==> config.mk <==
export PLATFORM = sky130hd
export DESIGN_NAME = la_capture_ctrl
export DESIGN_NICKNAME = d
export VERILOG_FILES = /design/src/rtl/la_pkg.sv /design/src/rtl/la_trig_match.sv /design/src/rtl/la_capture_ctrl.sv
export SDC_FILE = /design/constraint.sdc
export NUM_CORES = 1
export LEC_CHECK = 0
export ABC_AREA = 1
export BUFFER_PORTS_ARGS = -buffer_cell sky130_fd_sc_hd__buf_2
export CAP_MARGIN = 25
export CORE_UTILIZATION = 45
export DETAILED_ROUTE_END_ITERATION = 12
export HOLD_SLACK_MARGIN = 0.08
export PLACE_DENSITY = 0.67
export SYNTH_ARGS = -nofsm -noshare
export SYNTH_HDL_FRONTEND = slang
export SYNTH_HIERARCHICAL = 1
export SYNTH_SLANG_ARGS = --single-unit
==> constraint.sdc <==
create_clock -name clk -period 2.7 [get_ports clk]
set_input_delay 0.405 -clock clk [delete_from_list [all_inputs] [get_ports clk]]
set_output_delay 0.405 -clock clk [all_outputs]
set_load 0.005 [all_outputs]
==> src/rtl/la_pkg.sv <==
// Shared definitions for the logic-analyser capture path.
package la_pkg;

    localparam int unsigned LA_ADDR_WIDTH = 12;
    localparam int unsigned LA_DATA_WIDTH = 8;

    typedef enum logic [2:0] {
        LA_IDLE      = 3'd0,
        LA_PRE       = 3'd1,
        LA_WAIT_TRIG = 3'd2,
        LA_POST      = 3'd3,
        LA_DONE      = 3'd4
    } la_state_t;

endpackage

==> src/rtl/la_trig_match.sv <==
// Combinational masked compare: hit when every unmasked bit of sample equals value.
module la_trig_match #(
    parameter int unsigned DATA_WIDTH = 8
) (
    input  logic [DATA_WIDTH-1:0] sample,
    input  logic [DATA_WIDTH-1:0] mask,
    input  logic [DATA_WIDTH-1:0] value,
    output logic                  hit_c
);

    assign hit_c = ((sample ^ value) & mask) == '0;

endmodule

==> src/rtl/la_capture_ctrl.sv <==
// Circular-buffer capture controller feeding the sample RAM write port;
// reports trigger and oldest-sample addresses when the post window fills.
module la_capture_ctrl
    import la_pkg::*;
#(
    parameter int unsigned ADDR_WIDTH = LA_ADDR_WIDTH,
    parameter int unsigned DATA_WIDTH = LA_DATA_WIDTH
) (
    input  logic                  clk,
    input  logic                  rst_n,
    input  logic                  arm,
    input  logic                  abort,
    input  logic [ADDR_WIDTH-1:0] pre_depth,
    input  logic [DATA_WIDTH-1:0] trig_mask,
    input  logic [DATA_WIDTH-1:0] trig_value,
    input  logic [DATA_WIDTH-1:0] sample_in,
    input  logic                  sample_vld,
    output logic [ADDR_WIDTH-1:0] ram_waddr,
    output logic [DATA_WIDTH-1:0] ram_din,
    output logic                  ram_wen,
    output logic                  busy,
    output logic                  triggered,
    output logic                  done,
    output logic [ADDR_WIDTH-1:0] trig_addr,
    output logic [ADDR_WIDTH-1:0] start_addr
);

    la_state_t             state, state_nxt;
    logic [ADDR_WIDTH-1:0] wptr, wptr_nxt;
    logic [ADDR_WIDTH-1:0] cnt, cnt_nxt;
    logic [ADDR_WIDTH-1:0] pre_lat, pre_nxt;
    logic [ADDR_WIDTH-1:0] waddr_nxt, taddr_nxt, saddr_nxt, post_len;
    logic [DATA_WIDTH-1:0] din_nxt;
    logic                  wen_nxt, busy_nxt, trig_nxt, done_nxt;
    logic                  wr, hit_c, fire;

    la_trig_match #(.DATA_WIDTH(DATA_WIDTH)) u_match (
        .sample (sample_in),
        .mask   (trig_mask),
        .value  (trig_value),
        .hit_c  (hit_c)
    );

    assign fire     = sample_vld && hit_c;
    // Samples still to write after the trigger sample: MEM_DEPTH - 1 - pre_depth.
    assign post_len = {ADDR_WIDTH{1'b1}} - pre_lat;

    always_ff @(posedge clk or negedge rst_n) begin
        if (!rst_n) begin
            state      <= LA_IDLE;
            wptr       <= '0;
            cnt        <= '0;
            pre_lat    <= '0;
            ram_waddr  <= '0;
            ram_din    <= '0;
            ram_wen    <= 1'b0;
            busy       <= 1'b0;
            triggered  <= 1'b0;
            done       <= 1'b0;
            trig_addr  <= '0;
            start_addr <= '0;
        end else begin
            state      <= state_nxt;
            wptr       <= wptr_nxt;
            cnt        <= cnt_nxt;
            pre_lat    <= pre_nxt;
            ram_waddr  <= waddr_nxt;
            ram_din    <= din_nxt;
            ram_wen    <= wen_nxt;
            busy       <= busy_nxt;
            triggered  <= trig_nxt;
            done       <= done_nxt;
            trig_addr  <= taddr_nxt;
            start_addr <= saddr_nxt;
        end
    end

    always_comb begin
        state_nxt = state;
        wptr_nxt  = wptr;
        cnt_nxt   = cnt;
        pre_nxt   = pre_lat;
        waddr_nxt = ram_waddr;
        din_nxt   = ram_din;
        wen_nxt   = 1'b0;
        trig_nxt  = triggered;
        done_nxt  = done;
        taddr_nxt = trig_addr;
        saddr_nxt = start_addr;
        wr        = 1'b0;

        if (abort) begin
            state_nxt = LA_IDLE;
            trig_nxt  = 1'b0;
            done_nxt  = 1'b0;
        end else begin
            unique case (state)
                LA_IDLE, LA_DONE: begin
                    if (arm) begin
                        wptr_nxt  = '0;
                        pre_nxt   = pre_depth;
                        cnt_nxt   = pre_depth;
                        state_nxt = (pre_depth == '0) ? LA_WAIT_TRIG : LA_PRE;
                        trig_nxt  = 1'b0;
                        done_nxt  = 1'b0;
                    end
                end
                LA_PRE: begin
                    if (sample_vld) begin
                        wr      = 1'b1;
                        cnt_nxt = cnt - ADDR_WIDTH'(1);
                        if (cnt == ADDR_WIDTH'(1)) state_nxt = LA_WAIT_TRIG;
                    end
                end
                LA_WAIT_TRIG: begin
                    wr = sample_vld;
                    if (fire) begin
                        taddr_nxt = wptr;
                        saddr_nxt = wptr - pre_lat;
                        trig_nxt  = 1'b1;
                        cnt_nxt   = post_len;
                        if (post_len == '0) begin
                            state_nxt = LA_DONE;
                            done_nxt  = 1'b1;
                        end else begin
                            state_nxt = LA_POST;
                        end
                    end
                end
                LA_POST: begin
                    if (sample_vld) begin
                        wr      = 1'b1;
                        cnt_nxt = cnt - ADDR_WIDTH'(1);
                        if (cnt == ADDR_WIDTH'(1)) begin
                            state_nxt = LA_DONE;
                            done_nxt  = 1'b1;
                        end
                    end
                end
                default: state_nxt = LA_IDLE;
            endcase

            if (wr) begin
                wen_nxt   = 1'b1;
                waddr_nxt = wptr;
                din_nxt   = sample_in;
                wptr_nxt  = wptr + ADDR_WIDTH'(1);
            end
        end

        busy_nxt = (state_nxt == LA_PRE) || (state_nxt == LA_WAIT_TRIG) ||
                   (state_nxt == LA_POST);
    end

endmodule

==> impl_metrics.ini, run 1 <==
[global_routing]
grt_usage_pct = 23.3
grt_max_degree = 58
grt_pass1_vias = 4321
grt_pass1_wl_um = 20800
grt_overflow = 0
grt_util_met1_pct = 31.3
top_usage_layer = met2
use_met3_pct = 3.87
grtUsageMet2_pct = 38.0
antenna_found_initial = 0

[die]
core-area_sq_um = 10800
initial_core_util_pct = 46.2
rows = 38
io_pins = 89
dieArea_sq_um = 11500
die_w_um = 107
die_y_um = 107

[final_layout]
layout.cells.non_filler = 911
n_antenna_cell = 0
drive_above_1_share_pct = 16.7
fill_cells = 1090
postLayoutCoreUtil_pct = 53.2
area_delta_synth_final_pct = 15.2
mostFrequentLayoutCells = nand2_1 (216), dfrtp_1 (87), buf_2 (87), inv_1 (82), nor2_1 (76)
final_nets = 822
final_common_cell = nand2_1

[clock_network]
cts_tree = done
clock_latency_ps = 380
cts_setup_buffers = 0
cts_resized = 0
cts_root_buf = clkbuf_8
cts_num_sinks = 87
cts_buffer_depth = 2
numCtsBuffers = 9
path_clk_slew_ps = 100
cts_htree_levels = 3

[critical_path]
crit_arrival_ps = 2290
critPathLaunchType = flop
path_max_fanout = 35
critical_path_required_ps = 2980
cp-end-kind = flop
critPathKind = reg2reg

[place]
dp.cells = 894
io_buffers = 88
place_congestion = 0.915
hpwl_um = 9510

[logic_synthesis]
ys_ff_latch = 87
avgSynthCellArea_sq_um = 7.37
yosysSeqAreaShare_pct = 43.7
synth_nets = 732
synth.area.top_cells = dfrtp_1 (44%), nand2_1 (16%), inv_1 (6.2%)
synth_largest_area_cell = dfrtp_1
yosysUniqueCellTypes = 36
synth_top_cell_area_share_pct = 43.7
synth_cells = 676
netlist_area_sq_um = 4980
ys_warn_count = 6

[sta]
hold_violations = 0
rsz0062_at_grt = false
setup_viol = 0
fmax_mhz = 497
max-slew-margin-rel_pct = 56.5
drv_slew = 0
worst-slew-pin-transition_ps = 652
period_minus_slack_ps = 2010
period_share_pct = 74.6
hold_slack_ps = 249
tns_ps = 0
clock-skew-final_ps = 11.9

[detailed_routing]
drtIter0Drc = 207
drc = 0
ant_nets = 0
wl_per_cell_um = 13.6
drtPass1Iterations = 5
wl_um = 12400
num_vias = 4632
vias_per_cell = 5.08

[power_and_ir_drop]
p_leak_nw = 3.12
power.internal_w = 0.00224
switchingPower_w = 0.00135
pwr-share-comb_pct = 28.1
power_w = 0.00359
peakVddDrop_uv = 354
p_seq_share_pct = 46.4
power_density_nw_per_um2 = 625
clockPowerShare_pct = 25.5
swShare_pct = 37.6

[flow_run]
maxCapViolCount = 0

[status]
status = finished, final reports clean

[min_path]
holdCritPathClass = in2reg
## worst paths after layout
check / end / cells past startpoint / slack, ps / startpoint
max in group asynchronous: cnt[8]$_DFFE_PN0P_ / 3 / 1560 / rst_n
min: ram_din[4]$_DFFE_PN0P_ / 3 / 250 / sample_in[4]
min reg2reg: ram_din[6]$_DFFE_PN0P_ / 2 / 480 / ram_din[6]$_DFFE_PN0P_
max: wptr[6]$_DFFE_PN0P_ / 9 / 690 / state[0]$_DFF_PN0_
max reg2reg: wptr[6]$_DFFE_PN0P_ / 9 / 690 / state[0]$_DFF_PN0_
min in group asynchronous: ram_waddr[6]$_DFFE_PN0P_ / 2 / 490 / rst_n
## critical path: stages, from the launching register on
cell,delay [ps]
dfrtp_1,470
nor2_1,110
nor2_4,250
nand3_4,360
nand2_4,290
nand2_1,100
nor2_1,140
nand2_1,70
nand2_1,70
nor2_1,40
## power groups by stage
stage               sequential, W  combinational, W  clock, W
floorplan                 0.00165          0.000693         0
global placement          0.00168          0.000993         0
detailed placement        0.00168           0.00101         0
CTS                       0.00166           0.00102  0.000952
global route              0.00169           0.00116   0.00100
finish                    0.00166           0.00101  0.000915
## what timing repair did
action	CTS	global route
setup endpoints to repair	0	0
hold endpoints to repair	30	0
hold buffers	1	0
## layer usage
metal  share of wire [%]  wire length, um
met5                   0                0
met4                 1.8              222
met3                 4.3              533
met2                  47             5890
met1                  47             5780
## cell families (layout without fill, tap and decap cells)
family	after synthesis	after routing	synth area share, %
compound gates	96	96	11.0
xor+xnor	7	7	1.23
fa+ha+maj	15	15	3.92
buf+inv	101	196	8.66
flops	87	87	43.7
simple gates	370	370	31.6
## sequential cells by signal (all words and copies together) (netlist names)
name and count:
pre_lat 12, state 3, done 1, start_addr 12, ram_wen 1, ram_waddr 12
triggered 1, busy 1, cnt 12, wptr 12, ram_din 8, trig_addr 12
## Yosys cell counts, drive strengths merged
| cell type | number |
|---|---|
| dfrtp | 87 |
| clkinv | 2 |
| nor2 | 80 |
| o21bai | 3 |
| o21ai | 59 |
| nand3 | 50 |
| xnor2 | 3 |
| xor2 | 4 |
| o22ai | 7 |
| o221ai | 3 |
| a31oi | 3 |
| a21oi | 19 |
| nand2 | 220 |
| a22oi | 2 |
| fa | 1 |
| nand3b | 1 |
| ha | 14 |
| inv | 87 |
| buf | 9 |
| nand4 | 12 |
| clkbuf | 3 |
| nor3 | 7 |
## stage by stage
step | area [sq um] | setup WS (ps)
3_5_place_dp | 5530 | 575
2_1_floorplan | 4980 | 972
5_1_grt | 5740 | 425
4_1_cts | 5740 | 664
6_report | 5740 | 687
3_3_place_gp | 5530 | 618
## area by class of cell
class                   count  area, sq um  area share (%)
flip-flops and latches     87         2180            37.9
clock buffers               9          124            2.16
well taps                 140          175            3.05
inverters                  89          335            5.84
multi-input cells         488         2380            41.4
clock inverters             7         73.8            1.29
repair buffers             91          480            8.37
Note: power is estimated with default switching activity, not from simulation.
==> run 2: changes to the inputs <==
- clock period: 2.7 -> 2 ns (I/O delays scaled with it)
==> run 2 against run 1 <==
Global-route usage is 0.20 points lower. Combinational power is 37% higher. Non-clock buffer count is 5 higher. Critical path depth is 1 higher. Wire length hardly changed. Worst setup slack worse by 480 ps. Clock power is 40% higher. First-iteration DRC count is 47% higher. Cell count is 0.55% higher. Clock skew is 1.9 ps higher. Power is 37% higher. Worst hold slack worse by 83 ps. Critical path type unchanged. Largest cell class unchanged. Highest routed layer unchanged.
==> impl_metrics.ini, run 2 (synthesized netlist as in run 1, its figures left out) <==
[clock_network]
numCtsBuffers = 9
cts_htree_levels = 3
cts_buffer_depth = 2
cts_num_sinks = 87
clock_latency_ps = 360
cts_resized = 0
path_clk_slew_ps = 110
cts_tree = done
cts_root_buf = clkbuf_8

[final_layout]
final_nets = 827
fin_area_sq_um = 5790
final_common_cell = nand2_1
area_delta_synth_final_pct = 16.1
mostFrequentLayoutCells = nand2_1 (216), dfrtp_1 (87), buf_2 (87), inv_1 (82), nor2_1 (76)
fill_cells = 1048
n_antenna_cell = 0
layout.cells.non_filler = 916
drive_above_1_share_pct = 17.3

[power_and_ir_drop]
p_seq_share_pct = 45.8
power_density_nw_per_um2 = 846
p_leak_nw = 3.15
peakVddDrop_uv = 392
swShare_pct = 37.8
switchingPower_w = 0.00185
power.internal_w = 0.00305
pwr-share-comb_pct = 28.1
clockPowerShare_pct = 26.0

[detailed_routing]
drtPass1Iterations = 5
num_vias = 4724
vias_per_cell = 5.16
ant_nets = 0
drc = 0
wl_um = 12400
wl_per_cell_um = 13.6
drtIter0Drc = 305

[global_routing]
grt_pass1_vias = 4478
grt_overflow = 0
antenna_found_initial = 0
grt_max_degree = 41
grt_usage_pct = 23.1
grt_pass1_wl_um = 20900

[sta]
worst-slew-pin-transition_ps = 688
hold_slack_ps = 166
max-slew-margin-rel_pct = 54.1
period_minus_slack_ps = 1800
fmax_mhz = 556
rsz0062_at_grt = false
hold_violations = 0
tns_ps = 0
drv_slew = 0
setup_viol = 0
period_share_pct = 89.9
clock-skew-final_ps = 13.8

[status]
status = finished, final reports clean

[place]
place_congestion = 0.895
placed_cell_area_sq_um = 5560
dp.cells = 898
hpwl_um = 9580
io_buffers = 88

[critical_path]
path_max_fanout = 4
critPathMaxStageDelay_ps = 460
worstPathCellList = ha_1, fa_1, inv_1, nand3_1, nand3_1, nand2_1, nand2_1, nand2_1, nand3_1, nand2_1
critPathSlowestCell = dfrtp_1
crit_path_frequent_cell = nand2_1
crit_arrival_ps = 2050
critical_path_required_ps = 2260
critPathKind = reg2reg
cp-end-kind = flop
critPathLaunchType = flop

[die]
initial_core_util_pct = 46.2
dieArea_sq_um = 11500
die_w_um = 107
die_y_um = 107
core-area_sq_um = 10800
io_pins = 89
rows = 38

[flow_run]
maxCapViolCount = 0

[min_path]
holdCritPathClass = in2reg
[run 2: cell types whose count changed in the layout (fill, tap and decap cells not counted)]
cell	before	now
clkinv_4	3	1
buf_4	2	7
clkinv_8	1	2
inv_8	2	3
[run 2: what timing repair did]
| action | CTS | global route |
|---|---|---|
| setup endpoints to repair | 0 | 2 |
| setup buffers | 0 | 1 |
| endpoints found under the hold margin | 33 | 0 |
| hold buffers | 1 | 0 |
[run 2: worst max-delay path, delay by kind of cell (launching register included)]
family | cells | cell delay [ps]
buffers and inverters | 1 | 90
adders and majority gates | 2 | 640
and+or+nand+nor | 7 | 520
DFF | 1 | 460
[run 2: layer usage]
layer	GRT usage, %	wire length [um]	vias to the layer above
met2	39.2	6010	141
met5	0	0	-
met1	31.2	5630	2212
met4	6.65	198	0
met3	2.54	575	15
li1	-	-	2356
[run 2: power groups by stage]
| stage | Clock (W) | Sequential, W | Combinational [W] |
|---|---|---|---|
| 2_1_floorplan | 0 | 0.00223 | 0.000936 |
| 3_3_place_gp | 0 | 0.00226 | 0.00135 |
| 3_5_place_dp | 0 | 0.00228 | 0.00136 |
| 4_1_cts | 0.00131 | 0.00225 | 0.00137 |
| 5_1_grt | 0.00138 | 0.00227 | 0.00158 |
| 6_report | 0.00128 | 0.00225 | 0.00138 |
[run 2: layout make-up]
type,count,area [sq um],area share (%)
clock buffers,9,124,2.14
clock inverters,7,83.8,1.45
inverters,89,335,5.79
multi-input cells,488,2380,41.0
flip-flops and latches,87,2180,37.6
well taps,140,175,3.03
repair buffers,96,518,8.95
[run 2: path summary, 6_finish.rpt]
| kind | startpoint | endpoint | slack, ps | cells past startpoint |
|---|---|---|---|---|
| hold reg to reg | ram_din[3]$_DFFE_PN0P_ | ram_din[3]$_DFFE_PN0P_ | 490 | 2 |
| max in group asynchronous | rst_n | start_addr[0]$_DFFE_PN0P_ | 970 | 3 |
| setup reg to reg | pre_lat[0]$_DFFE_PN0P_ | start_addr[8]$_DFFE_PN0P_ | 200 | 10 |
| setup / recovery | pre_lat[0]$_DFFE_PN0P_ | start_addr[8]$_DFFE_PN0P_ | 200 | 10 |
| min in group asynchronous | rst_n | ram_waddr[6]$_DFFE_PN0P_ | 410 | 2 |
| hold / removal | sample_in[4] | ram_din[4]$_DFFE_PN0P_ | 170 | 3 |
[run 2: per-stage QoR]
step,util [%],worst slack [ps],total power (W)
final,53.6,202,0.00490
after global routing,53.6,51.8,0.00523
after CTS,53.6,125,0.00492
after detailed placement,51.6,76.0,0.00364
after global placement,51.6,95.8,0.00361
after floorplan,-,320,0.00317
==> run 3: changes to the inputs <==
--- a/config.mk
+++ b/config.mk
@@ -8,5 +8,4 @@
 export ABC_AREA = 1
 export BUFFER_PORTS_ARGS = -buffer_cell sky130_fd_sc_hd__buf_2
-export CAP_MARGIN = 25
 export CORE_UTILIZATION = 45
 export DETAILED_ROUTE_END_ITERATION = 12
==> constraint.sdc (replaced) <==
create_clock -name clk -period 2 [get_ports clk]
set_input_delay 0.1 -clock clk [delete_from_list [all_inputs] [get_ports clk]]
set_output_delay 0.1 -clock clk [all_outputs]
set_load 0.005 [all_outputs]
==> run 3 against run 2 <==
Combinational power grew 3%. Core utilization grew 2.1 points. Count of clock-buffer cells in the layout grew 1. Sequential share of layout area is 1.4 points lower. Maximum frequency fell by 1.5%. Critical path type unchanged. Largest power group unchanged. Register-to-register slack lost 30 ps. Wire length up 1.6%. Critical path depth up 1. Non-clock buffer count grew 22. Sequential power hardly changed. Clock power is essentially flat. First-iteration DRC count grew 0.33%.
==> impl_metrics.ini, run 3 (synthesized netlist as in run 1, its figures left out) <==
[status]
status = finished, final reports clean

[min_path]
holdCritPathClass = in2reg
hold_start = abort

[sta]
drv_slew = 0
setup_viol = 0
hold_violations = 0
period_share_pct = 91.2
clock-skew-final_ps = 14.0
worst-slew-pin-transition_ps = 500
max-slew-margin-rel_pct = 66.7
fmax_mhz = 548
setup_slack_ps = 175
period_minus_slack_ps = 1820

[detailed_routing]
drtPass1Iterations = 5
wl_per_cell_um = 13.4
ant_nets = 0
wl_um = 12600
drtIter0Drc = 306
num_vias = 4688
drc = 0
vias_per_cell = 5.00

[critical_path]
worstPathCellList = inv_1, ha_1, fa_1, inv_1, nand3_1, nand3_1, nand2_1, nand2_1, nand2_1, nand3_1, nand2_1
critPathSlowestCell = dfrtp_1
crit_path_frequent_cell = nand2_1
crit_arrival_ps = 2090
path_max_fanout = 4
cp_top_family = adder cells
critPathKind = reg2reg
cp-end-kind = flop
cp.buffers_inverters = 2
setup.worst_path.start = wptr[0]$_DFFE_PN0P_
reg2reg_from = wptr[0]$_DFFE_PN0P_
critPathMaxStageDelay_ps = 400
critical_path_required_ps = 2260
critPathLaunchType = flop

[power_and_ir_drop]
switchingPower_w = 0.00178
swShare_pct = 35.9
clockPowerShare_pct = 26.1
p_leak_nw = 3.25
p_seq_share_pct = 45.3
pwr-share-comb_pct = 28.6
power_density_nw_per_um2 = 824
power_w = 0.00496
peakVddDrop_uv = 554
power.internal_w = 0.00318

[final_layout]
n_antenna_cell = 0
final_common_cell = nand2_1
regArea_sq_um = 2180
drive_above_1_share_pct = 16.9
final_nets = 849
mostFrequentLayoutCells = nand2_1 (216), dfrtp_1 (87), buf_2 (87), inv_1 (82), nor2_1 (75)
area_delta_synth_final_pct = 20.7
fill_cells = 1039
multi_input_area_sq_um = 2380

[clock_network]
cts_num_sinks = 87
clock_latency_ps = 380
cts_root_buf = clkbuf_8
cts_tree = done
path_clk_slew_ps = 100
cts_htree_levels = 3
cts_buffer_depth = 2
numCtsBuffers = 9

[global_routing]
grt_usage_pct = 23.5
grt_overflow = 0
grt_pass1_vias = 4342
antenna_found_initial = 0
grt_pass1_wl_um = 21000
grt_max_degree = 50

[place]
io_buffers = 88
pre_cts_ws_ps = 169
hpwl_um = 9540
place_congestion = 0.922

[flow_run]
maxCapViolCount = 0

[die]
io_pins = 89
die_w_um = 107
initial_core_util_pct = 46.2
core-area_sq_um = 10800
rows = 38
dieArea_sq_um = 11500
die_y_um = 107
-- run 3: per-layer routing --
| metal | vias to the layer above | track usage (%) | routed length (um) |
|---|---|---|---|
| li1 | 2399 | - | - |
| met1 | 2175 | 31.9 | 5970 |
| met2 | 92 | 38.0 | 5950 |
| met3 | 22 | 3.39 | 406 |
| met4 | 0 | 8.90 | 281 |
| met5 | - | 0 | 0 |
-- run 3: final timing paths --
check / endpoint / slack [ps] / cells after the start
setup / recovery: start_addr[8]$_DFFE_PN0P_ / 180 / 11
hold / removal: state[1]$_DFF_PN0_ / 150 / 3
setup reg to reg: start_addr[8]$_DFFE_PN0P_ / 180 / 11
hold reg to reg: ram_din[7]$_DFFE_PN0P_ / 480 / 2
max in group asynchronous: cnt[8]$_DFFE_PN0P_ / 1130 / 3
min in group asynchronous: ram_waddr[6]$_DFFE_PN0P_ / 220 / 2
-- run 3: cell type report --
class	instances	share of cell area, %
well taps	140	2.91
inverters	89	5.72
multi-input cells	488	39.6
repair buffers	118	12.2
clock buffers	10	2.12
flip-flops and latches	87	36.2
clock inverters	6	1.21
-- run 3: repair_timing --
item / CTS / global route
hold buffers: 22 / 0
resized for setup: 0 / 7
setup endpoints to repair: 0 / 33
setup buffers: 0 / 3
hold endpoints to repair: 60 / 0
-- run 3: worst reg2reg max path: stages (launching register included) --
cell     delay (ps)
dfrtp_1         400
inv_1            80
ha_1            230
fa_1            400
inv_1            90
nand3_1          70
nand3_1         130
nand2_1          90
nand2_1          70
nand2_1          40
nand3_1          60
nand2_1          50
-- run 3: power by group through the flow --
stage / clock, W / sequential (W) / combinational, W
finish: 0.00129 / 0.00225 / 0.00142
global route: 0.00141 / 0.00229 / 0.00164
CTS: 0.00133 / 0.00225 / 0.00140
detailed placement: 0 / 0.00228 / 0.00137
global placement: 0 / 0.00227 / 0.00135
floorplan: 0 / 0.00223 / 0.000936
-- run 3: through the flow --
step                util [%]  std cells  hold slack [ps]  cell area (sq um)  setup TNS (ps)
floorplan                  -        676             -196               4980               0
global placement        51.5        897              105               5560               0
detailed placement      51.5        897              112               5560               0
CTS                     55.4        935              120               5980               0
global route            55.7        938              165               6020           -2.52
finish                  55.7        938              152               6020               0
